## config.mk

```make
export PLATFORM = sky130hd
export DESIGN_NAME = chunked_addsub
export DESIGN_NICKNAME = d
export VERILOG_FILES = /design/src/rtl/chunked_addsub.sv
export SDC_FILE = /design/constraint.sdc
export NUM_CORES = 1
export LEC_CHECK = 0
export CAP_MARGIN = 25
export CORE_MARGIN = 3
export CORE_UTILIZATION = 46
export CTS_CLUSTER_SIZE = 12
export DETAILED_ROUTE_END_ITERATION = 10
export GPL_ROUTABILITY_DRIVEN = 0
export PLACE_DENSITY = 0.83
export SKIP_LAST_GASP = 1
export SLEW_MARGIN = 20
export SYNTH_ARGS = -nofsm -noshare
export SYNTH_HDL_FRONTEND = slang
export SYNTH_SLANG_ARGS = --single-unit
export TNS_END_PERCENT = 10
```

## constraint.sdc

```tcl
create_clock -name clk -period 3 [get_ports clk]
set_input_delay 0.6 -clock clk [delete_from_list [all_inputs] [get_ports clk]]
set_output_delay 0.6 -clock clk [all_outputs]
set_load 0.1 [all_outputs]
```

## src/rtl/chunked_addsub.sv

```systemverilog
// Registered add/subtract unit: a WIDTH-bit operation is processed CHUNK bits per
// cycle, LSB chunk first, with the ripple carry held in a register between cycles.
module chunked_addsub #(
  parameter int WIDTH = 16,
  parameter int CHUNK = 4
) (
  input  logic             clk,
  input  logic             rst,
  input  logic             in_valid,
  output logic             in_ready,
  input  logic [WIDTH-1:0] a,
  input  logic [WIDTH-1:0] b,
  input  logic             carryin,
  input  logic             sub,
  output logic             out_valid,
  input  logic             out_ready,
  output logic [WIDTH-1:0] sum,
  output logic             carryout,
  output logic             overflow,
  output logic             zero
);

  localparam int N  = WIDTH / CHUNK;
  localparam int KW = (N > 1) ? $clog2(N) : 1;
  localparam logic [KW-1:0] K_LAST = KW'(N - 1);

  typedef enum logic [1:0] {
    IDLE = 2'd0,
    BUSY = 2'd1,
    DONE = 2'd2
  } state_t;

  state_t            state_r;
  logic [KW-1:0]     k_r;
  logic [WIDTH-1:0]  a_r;
  logic [WIDTH-1:0]  b_r;
  logic              carry_r;

  logic [CHUNK-1:0]  slice_a_s;
  logic [CHUNK-1:0]  slice_b_s;
  logic [CHUNK-1:0]  slice_sum_s;
  logic              slice_carry_s;
  logic              msb_carry_in_s;
  logic [WIDTH-1:0]  sum_next_s;
  logic              accept_s;

  assign in_ready = (state_r == IDLE) | ((state_r == DONE) & out_ready);
  assign accept_s = in_valid & in_ready;

  // Select operand slice k, add it with the held carry, and merge the result into sum.
  always_comb begin
    slice_a_s  = {CHUNK{1'b0}};
    slice_b_s  = {CHUNK{1'b0}};
    sum_next_s = sum;
    for (int i = 0; i < N; i++) begin
      if (k_r == i[KW-1:0]) begin
        slice_a_s = a_r[i*CHUNK +: CHUNK];
        slice_b_s = b_r[i*CHUNK +: CHUNK];
      end else begin
        slice_a_s = slice_a_s;
        slice_b_s = slice_b_s;
      end
    end
    {slice_carry_s, slice_sum_s} = {1'b0, slice_a_s} + {1'b0, slice_b_s}
                                 + {{CHUNK{1'b0}}, carry_r};
    // Carry into the top bit of the slice; only meaningful on the MSB chunk.
    msb_carry_in_s = slice_a_s[CHUNK-1] ^ slice_b_s[CHUNK-1] ^ slice_sum_s[CHUNK-1];
    for (int i = 0; i < N; i++) begin
      if (k_r == i[KW-1:0]) begin
        sum_next_s[i*CHUNK +: CHUNK] = slice_sum_s;
      end else begin
        sum_next_s[i*CHUNK +: CHUNK] = sum[i*CHUNK +: CHUNK];
      end
    end
  end

  // Control FSM, operand capture, chunk datapath registers and registered outputs.
  always_ff @(posedge clk or negedge rst) begin
    if (!rst) begin
      state_r   <= IDLE;
      k_r       <= {KW{1'b0}};
      a_r       <= {WIDTH{1'b0}};
      b_r       <= {WIDTH{1'b0}};
      carry_r   <= 1'b0;
      sum       <= {WIDTH{1'b0}};
      carryout  <= 1'b0;
      overflow  <= 1'b0;
      zero      <= 1'b0;
      out_valid <= 1'b0;
    end else if (accept_s) begin
      a_r       <= a;
      b_r       <= sub ? ~b : b;
      carry_r   <= carryin;
      k_r       <= {KW{1'b0}};
      state_r   <= BUSY;
      out_valid <= 1'b0;
    end else begin
      case (state_r)
        IDLE: begin
          state_r <= IDLE;
        end
        BUSY: begin
          sum     <= sum_next_s;
          carry_r <= slice_carry_s;
          if (k_r == K_LAST) begin
            carryout  <= slice_carry_s;
            overflow  <= msb_carry_in_s ^ slice_carry_s;
            zero      <= (sum_next_s == {WIDTH{1'b0}});
            k_r       <= {KW{1'b0}};
            state_r   <= DONE;
            out_valid <= 1'b1;
          end else begin
            k_r <= k_r + KW'(1);
          end
        end
        DONE: begin
          if (out_ready) begin
            state_r   <= IDLE;
            out_valid <= 1'b0;
          end else begin
            state_r <= DONE;
          end
        end
        default: begin
          state_r   <= IDLE;
          k_r       <= {KW{1'b0}};
          out_valid <= 1'b0;
        end
      endcase
    end
  end

endmodule

```

# Yosys cells after proc, flatten, opt, wreduce, memory -nomap -nowiden

Index checks and enable logic that the tools add are counted.

Output and inout port bits: 21
Register bits: 57
Bits of input ports: 38

$add $sub $neg: 3
Equal/unequal tests: 9
Muxes and demuxes: 26
Reductions and logical operators: 8
Bitwise gates (word level): 8

Operator list:

| cell                                                                  | count |
|---|---|
| 4-bit two-way mux                                                     | 12 |
| 16-bit zero test                                                      | 1 |
| 16-bit two-way mux                                                    | 1 |
| 16-bit inverter                                                       | 1 |
| 2-bit two-way mux                                                     | 5 |
| 2-bit one-hot mux with 2 select lines                                 | 2 |
| 2-bit equality test, second input constant                            | 3 |
| 3-bit != test, second input constant                                  | 2 |
| 3-bit AND reduction                                                   | 2 |
| 4-bit by 4-bit adder with 5-bit output                                | 1 |
| 5-bit by 1-bit adder with 5-bit output                                | 1 |
| 1-bit two-way mux                                                     | 5 |
| 2-bit by 1-bit equality test with 1-bit output, second input constant | 2 |
| 2-bit zero test                                                       | 2 |
| 1-bit one-hot mux with 3 select lines                                 | 1 |
| 1-bit bitwise XOR                                                     | 3 |
| 2-bit by 1-bit adder with 2-bit output, second input constant         | 1 |
| 1-bit AND                                                             | 2 |
| 2-bit by 1-bit != test with 1-bit output, second input constant       | 1 |
| 2-bit != test, second input constant                                  | 1 |
| 2-bit AND reduction                                                   | 1 |
| 2-bit nonzero test                                                    | 1 |
| 2-bit OR reduction                                                    | 1 |
| 1-bit inverter                                                        | 1 |
| 1-bit OR                                                              | 1 |

# Depth between registers and ports, before layout

Gate-level depths: netlist of the first run.

Depth after elaboration: 9
Depth in mapped cells: 15

# Least setup slack after synthesis of the first run

No wires, ideal clock.

Path type: reg2reg
Start: register k_r[0]
End: register zero
Library setup time: 0.066 ns
Arrival time: 2.772 ns
Period minus slack after synthesis: 2.838 ns
Path buffers: 2
Stages on the path, launching flop included: 14
Slack: 0.162 ns
Data required time: 2.934 ns
Cell sequence: dfrtp_1 inv_1 ha_1 buf_2 buf_1 a21oi_1 o21ai_0 fa_1 inv_1 fa_1 xor2_2 o221ai_2 nor4b_2 a41o_1

Cells in the longest elaborated chain, start to end: 9
Elaborated cells on any way between the ends: 20
Classes of those cells: 2 x add/sub; 3 x eq/ne; 12 x mux; 3 x reduce/logical

RTL lines:

| what                                   | RTL line | source |
|---|---|---|
| start, declared                        | 34       | `logic [KW-1:0] k_r;` |
| start signal, assigned                 | 81       | `k_r <= {KW{1'b0}};` |
| start signal, assigned                 | 94       | `k_r <= {KW{1'b0}};` |
| start signal, assigned                 | 109      | `k_r <= {KW{1'b0}};` |
| 2-bit zero test                        | 56, 69   |  |
| 4-bit two-way mux (4 in series)        | 56       | `if (k_r == i[KW-1:0]) begin` |
| 4-bit by 4-bit adder with 5-bit output | 64       | `{slice_carry_s, slice_sum_s} = {1'b0, slice_a_s} + {1'b0, slice_b_s}` |
| 5-bit by 1-bit adder with 5-bit output | 65       | `+ {{CHUNK{1'b0}}, carry_r};` |
| 4-bit two-way mux                      | 69       | `if (k_r == i[KW-1:0]) begin` |
| 16-bit zero test                       | 108      | `zero <= (sum_next_s == {WIDTH{1'b0}});` |
| end signal, assigned                   | 108      |  |
| end, declared                          | 20       | `output logic zero` |

Parallel ways exist; a longest one is shown, timed or not.
A chain may end at the register's enable or synchronous reset.

# Worst setup path in the final report of the first run

Start: register k_r[1]
End: register zero

Same word-level chain as after synthesis.

==> results.yml, run 1 <==
detailed_routing:
  vias: 2325
  routed_via_density: 5.08
  wl_met1_mm: 2.75
  met2_length_mm: 3.03
  ant_nets: 0
  routed_wl_mm: 6.30
  post_drt_wl_per_cell_um: 13.8
  drc_errors: 0
  firstDrtPassIters: 4
  drt_iter0_markers: 122
  wl_met3_um: 424
  highest-signal-layer: "met4"
final_layout:
  utilization: 0.627
  drive_gt1_frac: 0.157
  layout.nets: 431
  layout_commonest_cell: "nand2_1"
  register_area_um2: 1430
  n_fill_cell: 529
  multi_input_area_um2: 1400
  diodes: 0
  area_delta_synth_final_pct: 29.5
  final_cell_mix: "95 x nand2_1, 57 x dfrtp_1, 36 x clkdlybuf4s50_1, 35 x o21ai_0, 32 x buf_4"
worst_setup_path:
  worstPathMaxFanout: 6
  path_delay_family: "adder cells"
  path_cells: "inv_1 > ha_1 > nand3b_1 > a21oi_1 > a21oi_1 > o21ai_1 > fa_1 > inv_1 > fa_1 > xor2_2 > o221ai_2 > nor4b_2 > a41o_1"
  r2r_start: "k_r[1]$_DFFE_PN0P_"
  crit_arrival_ps: 3100
  reg2reg_depth: 13
  reg2reg_to: "zero$_DFFE_PN0P_"
  path_class: "reg -> reg"
  cp_slowest_cell: "fa_1"
  cp_num_buf_inv: 2
  startpoint_type: "flip-flop"
  critPathMaxStageDelay_ps: 420
  worstPathRequired_ps: 3290
  end_kind: "flip-flop"
  r2r_slack_ps: 190
timing:
  relSlewSlack: 0.546
  tightest_slew_ps: 680
  post-route-period-util: 0.937
  finClkSkew_ps: 8.22
  rsz0062_at_grt: "true"
  fmax_mhz: 356
  finalSetupViolCount: 0
  slew_violations: 0
  layout_min_cycle_time_ps: 2810
  hold_violations: 0
global_routing:
  grt_usage: 0.187
  grt_max_degree: 50
  antenna_found_initial: 0
  grt_pass1_vias: 2289
  grt_pass1_wl_mm: 10.8
  grt-ovfl-total: 0
synthesis:
  syn_avg_cell_area_um2: 9.27
  synth_ff_type: "dfrtp_1"
  synth_edf_count: 0
  async_flop_share: 1.00
  yosysUniqueCellTypes: 34
  yosys_warnings: 0
  synth_seq_cells: 57
  ys_seq_area_frac: 0.489
  netlist_area_um2: 2920
  synth_cells: 315
  synth_nets: 366
hold_path:
  holdCritPathClass: "in -> async"
cts:
  clkTransAtPathRegs_ps: 70
  numCtsBuffers: 9
  postCtsHoldBufs: 0
  clockBufferDepth: 2
  cts_tree: "built"
  cts.sinks: 57
  clock_latency_ps: 340
  cts-root-buf: "clkbuf_8"
  post-cts-setup-buffers: 0
  htreeDepth: 3
die:
  core_area_um2: 6030
  ioPinCount: 59
  num_rows: 28
  die-area_um2: 7340
  die_h_um: 85.7
  start_util: 0.484
  die_w_um: 85.7
flow_run:
  cap_viol_max_count: 0
placed_design:
  hpwlAfterDp_mm: 4.85
  port_buffers: 58
status:
  status: "complete, no violations"
[metrics by stage]
stage                     instance area [µm²]  TNS, ps  cells  worst slack [ps]  hold WS [ps]
final                                    3780        0    458               190           293
after global routing                     3780    -15.7    458             -15.7           356
after CTS                                3770        0    458               152           315
after detailed placement                 3560        0    444               167           464
after global placement                   3560        0    444               233           462
after floorplan                          2920        0    315               162           304
[flip-flops by register name, indices dropped and copies added, names as in the netlist]
| name | flops |
|---|---|
| zero | 1 |
| k_r | 2 |
| sum | 16 |
| overflow | 1 |
| state_r | 2 |
| b_r | 16 |
| carryout | 1 |
| carry_r | 1 |
| out_valid | 1 |
| a_r | 16 |
[worst max path at each step]
stage	startpoint	to	slack [ps]	cells after the start
2_1_floorplan	k_r[0]$_DFFE_PN0P_	zero$_DFFE_PN0P_	160	13
3_3_place_gp	k_r[0]$_DFFE_PN0P_	zero$_DFFE_PN0P_	230	11
3_5_place_dp	k_r[0]$_DFFE_PN0P_	zero$_DFFE_PN0P_	170	13
4_1_cts	k_r[1]$_DFFE_PN0P_	zero$_DFFE_PN0P_	150	13
5_1_grt	k_r[1]$_DFFE_PN0P_	zero$_DFFE_PN0P_	-20	13
6_report	k_r[1]$_DFFE_PN0P_	zero$_DFFE_PN0P_	190	13
[per-layer routing]
| layer | up-vias | track usage |
|---|---|---|
| li1 | 1181 | - |
| met1 | 1059 | 0.239 |
| met2 | 74 | 0.304 |
| met3 | 11 | 0.0442 |
| met4 | 0 | 0.0791 |
| met5 | - | 0 |
[layout make-up]
cell class | count | area share
clock buffer | 11 | 0.0401
clock inverter | 3 | 0.0172
inverter | 6 | 0.00596
multi-input combinational | 236 | 0.369
sequential | 57 | 0.377
tap | 75 | 0.0248
timing repair buffer | 70 | 0.166
[logic make-up after synthesis]
kind of cell / synth area share
buffers and inverters: 0.0360
and+or+nand+nor: 0.191
AOI/OAI and AO/OA: 0.144
DFF: 0.489
xor gates and xnor gates: 0.0566
muxes: 0.0231
adders and majority gates: 0.0609
[Yosys cell counts (3+ instances only)]
master | number | area share
nand2_1 | 95 | 0.12
dfrtp_1 | 57 | 0.49
o21ai_0 | 37 | 0.063
xnor2_1 | 16 | 0.048
a21oi_1 | 12 | 0.021
ha_1 | 11 | 0.047
nor2b_1 | 11 | 0.024
buf_2 | 9 | 0.015
nor2_1 | 8 | 0.010
inv_1 | 6 | 0.0077
mux2_2 | 6 | 0.023
a21o_1 | 5 | 0.013
nand3b_1 | 5 | 0.013
a221oi_1 | 4 | 0.012
buf_4 | 3 | 0.0077
clkbuf_1 | 3 | 0.0039
nor3_1 | 3 | 0.0051
o31ai_1 | 3 | 0.0077
[timing repair]
item                       4_1_cts  5_1_grt
setup endpoints to repair        0        5
resized for setup                0        3
hold endpoints to repair         0        0
Power of run 1 is not shown: default switching activity piles up to over one toggle a cycle in this logic, so the estimate is an artifact.
==> run 2, diff against run 1 <==
--- a/config.mk
+++ b/config.mk
@@ -6,6 +6,7 @@
 export NUM_CORES = 1
 export LEC_CHECK = 0
 export CAP_MARGIN = 25
+export CORE_ASPECT_RATIO = 1.25
 export CORE_MARGIN = 3
 export CORE_UTILIZATION = 46
 export CTS_CLUSTER_SIZE = 12
==> results.yml, run 2 (synthesis gave the netlist of run 1 again) <==
cts:
  cts.sinks: 57
  numCtsBuffers: 9
  cts_tree: "built"
  clkTransAtPathRegs_ps: 60
  clock_latency_ps: 340
  htreeDepth: 3
  cts-root-buf: "clkbuf_8"
  postCtsHoldBufs: 0
  cts_resized: 0
  post-cts-setup-buffers: 0
  clockBufferDepth: 2
worst_setup_path:
  crit_path_start: "k_r[1]$_DFFE_PN0P_"
  cp_slowest_cell: "dfrtp_1"
  cp_num_buf_inv: 3
  path_delay_family: "compound AO/OA/AOI/OAI gates"
  end_kind: "flip-flop"
  r2r_start: "k_r[1]$_DFFE_PN0P_"
  path_cells: "inv_1 > ha_2 > buf_4 > nor2b_1 > a221oi_1 > nor3_1 > a21o_1 > ha_1 > a21o_1 > a21oi_2 > xor2_1 > buf_4 > a41o_1"
  path_class: "reg -> reg"
  startpoint_type: "flip-flop"
  worstPathRequired_ps: 3270
  crit_arrival_ps: 3020
  critPathMaxStageDelay_ps: 410
  worstPathMaxFanout: 8
die:
  die-area_um2: 7340
  num_rows: 31
  die_w_um: 77.3
  core_area_um2: 5970
  die_h_um: 95.1
  ioPinCount: 59
  start_util: 0.489
global_routing:
  antenna_found_initial: 0
  grt_pass1_wl_mm: 10.7
  grt-ovfl-total: 0
  grt_usage: 0.185
  grt_pass1_vias: 2279
  grt_max_degree: 58
timing:
  relSlewSlack: 0.434
  setup_tns_ps: 0
  finalSetupViolCount: 0
  hold_violations: 0
  layout_min_cycle_time_ps: 2740
  slew_violations: 0
  finClkSkew_ps: 9.49
  tightest_slew_ps: 847
  rsz0062_at_grt: "false"
  fmax_mhz: 364
  post-route-period-util: 0.915
final_layout:
  register_area_um2: 1430
  final_cell_mix: "95 x nand2_1, 57 x dfrtp_1, 36 x o21ai_0, 36 x clkdlybuf4s50_1, 31 x buf_4"
  final_cells: 466
  n_fill_cell: 525
  top_regs: "a_r (16), b_r (16), sum (16)"
  layout.nets: 431
  area_delta_synth_final_pct: 29.5
  multi_input_area_um2: 1400
  layout_commonest_cell: "nand2_1"
  drive_gt1_frac: 0.161
  diodes: 0
placed_design:
  port_buffers: 58
  place_inst: 451
  hpwlAfterDp_mm: 4.70
detailed_routing:
  drt_iter0_markers: 72
  post_drt_wl_per_cell_um: 13.5
  routed_via_density: 5.13
  ant_nets: 0
  routed_wl_mm: 6.27
  drc_errors: 0
  firstDrtPassIters: 4
  vias: 2389
status:
  status: "complete, no violations"
hold_path:
  holdCritPathClass: "in -> async"
flow_run:
  cap_viol_max_count: 0
run 2: cell count changes in the layout (fill, tap and decap cells not counted), sizes merged:
cell | before | now
clkbuf | 11 | 12
clkinv | 1 | 2
bufinv | 2 | 1
run 2: per-layer routing:
| metal | vias up | global-route usage | routed length, µm |
|---|---|---|---|
| li1 | 1181 | - | - |
| met1 | 1114 | 0.226 | 2710 |
| met2 | 78 | 0.308 | 3060 |
| met3 | 16 | 0.0558 | 364 |
| met4 | 0 | 0.0727 | 129 |
| met5 | - | 0 | 0 |
run 2: layout make-up:
| class | instances | share of cell area |
|---|---|---|
| Timing Repair Buffer | 70 | 0.169 |
| Inverter | 6 | 0.00596 |
| Clock buffer | 12 | 0.0410 |
| Clock inverter | 3 | 0.0106 |
| Sequential cell | 57 | 0.377 |
| Tap cell | 82 | 0.0271 |
| Multi-Input combinational cell | 236 | 0.369 |
run 2: final timing paths:
kind                                               end  slack (ps)  cells past startpoint
worst max-delay path                  zero$_DFFE_PN0P_         260                     13
max in group asynchronous       state_r[0]$_DFFE_PN0P_        2500                      2
worst min register to register      b_r[1]$_DFFE_PN0P_         480                      2
worst min-delay path                b_r[6]$_DFFE_PN0P_         250                      2
worst max register to register        zero$_DFFE_PN0P_         260                     13
min in group clk                    b_r[1]$_DFFE_PN0P_         480                      2
run 2: stage by stage:
stage | utilization | cell area [µm²] | hold WS [ps] | setup WS [ps]
2_1_floorplan | - | 2920 | 304 | 162
3_3_place_gp | 0.599 | 3580 | 456 | 252
3_5_place_dp | 0.599 | 3580 | 459 | 151
4_1_cts | 0.632 | 3770 | 255 | 143
5_1_grt | 0.633 | 3780 | 269 | 3.04
6_report | 0.633 | 3780 | 248 | 256
Power of run 2 is left out for the same reason.
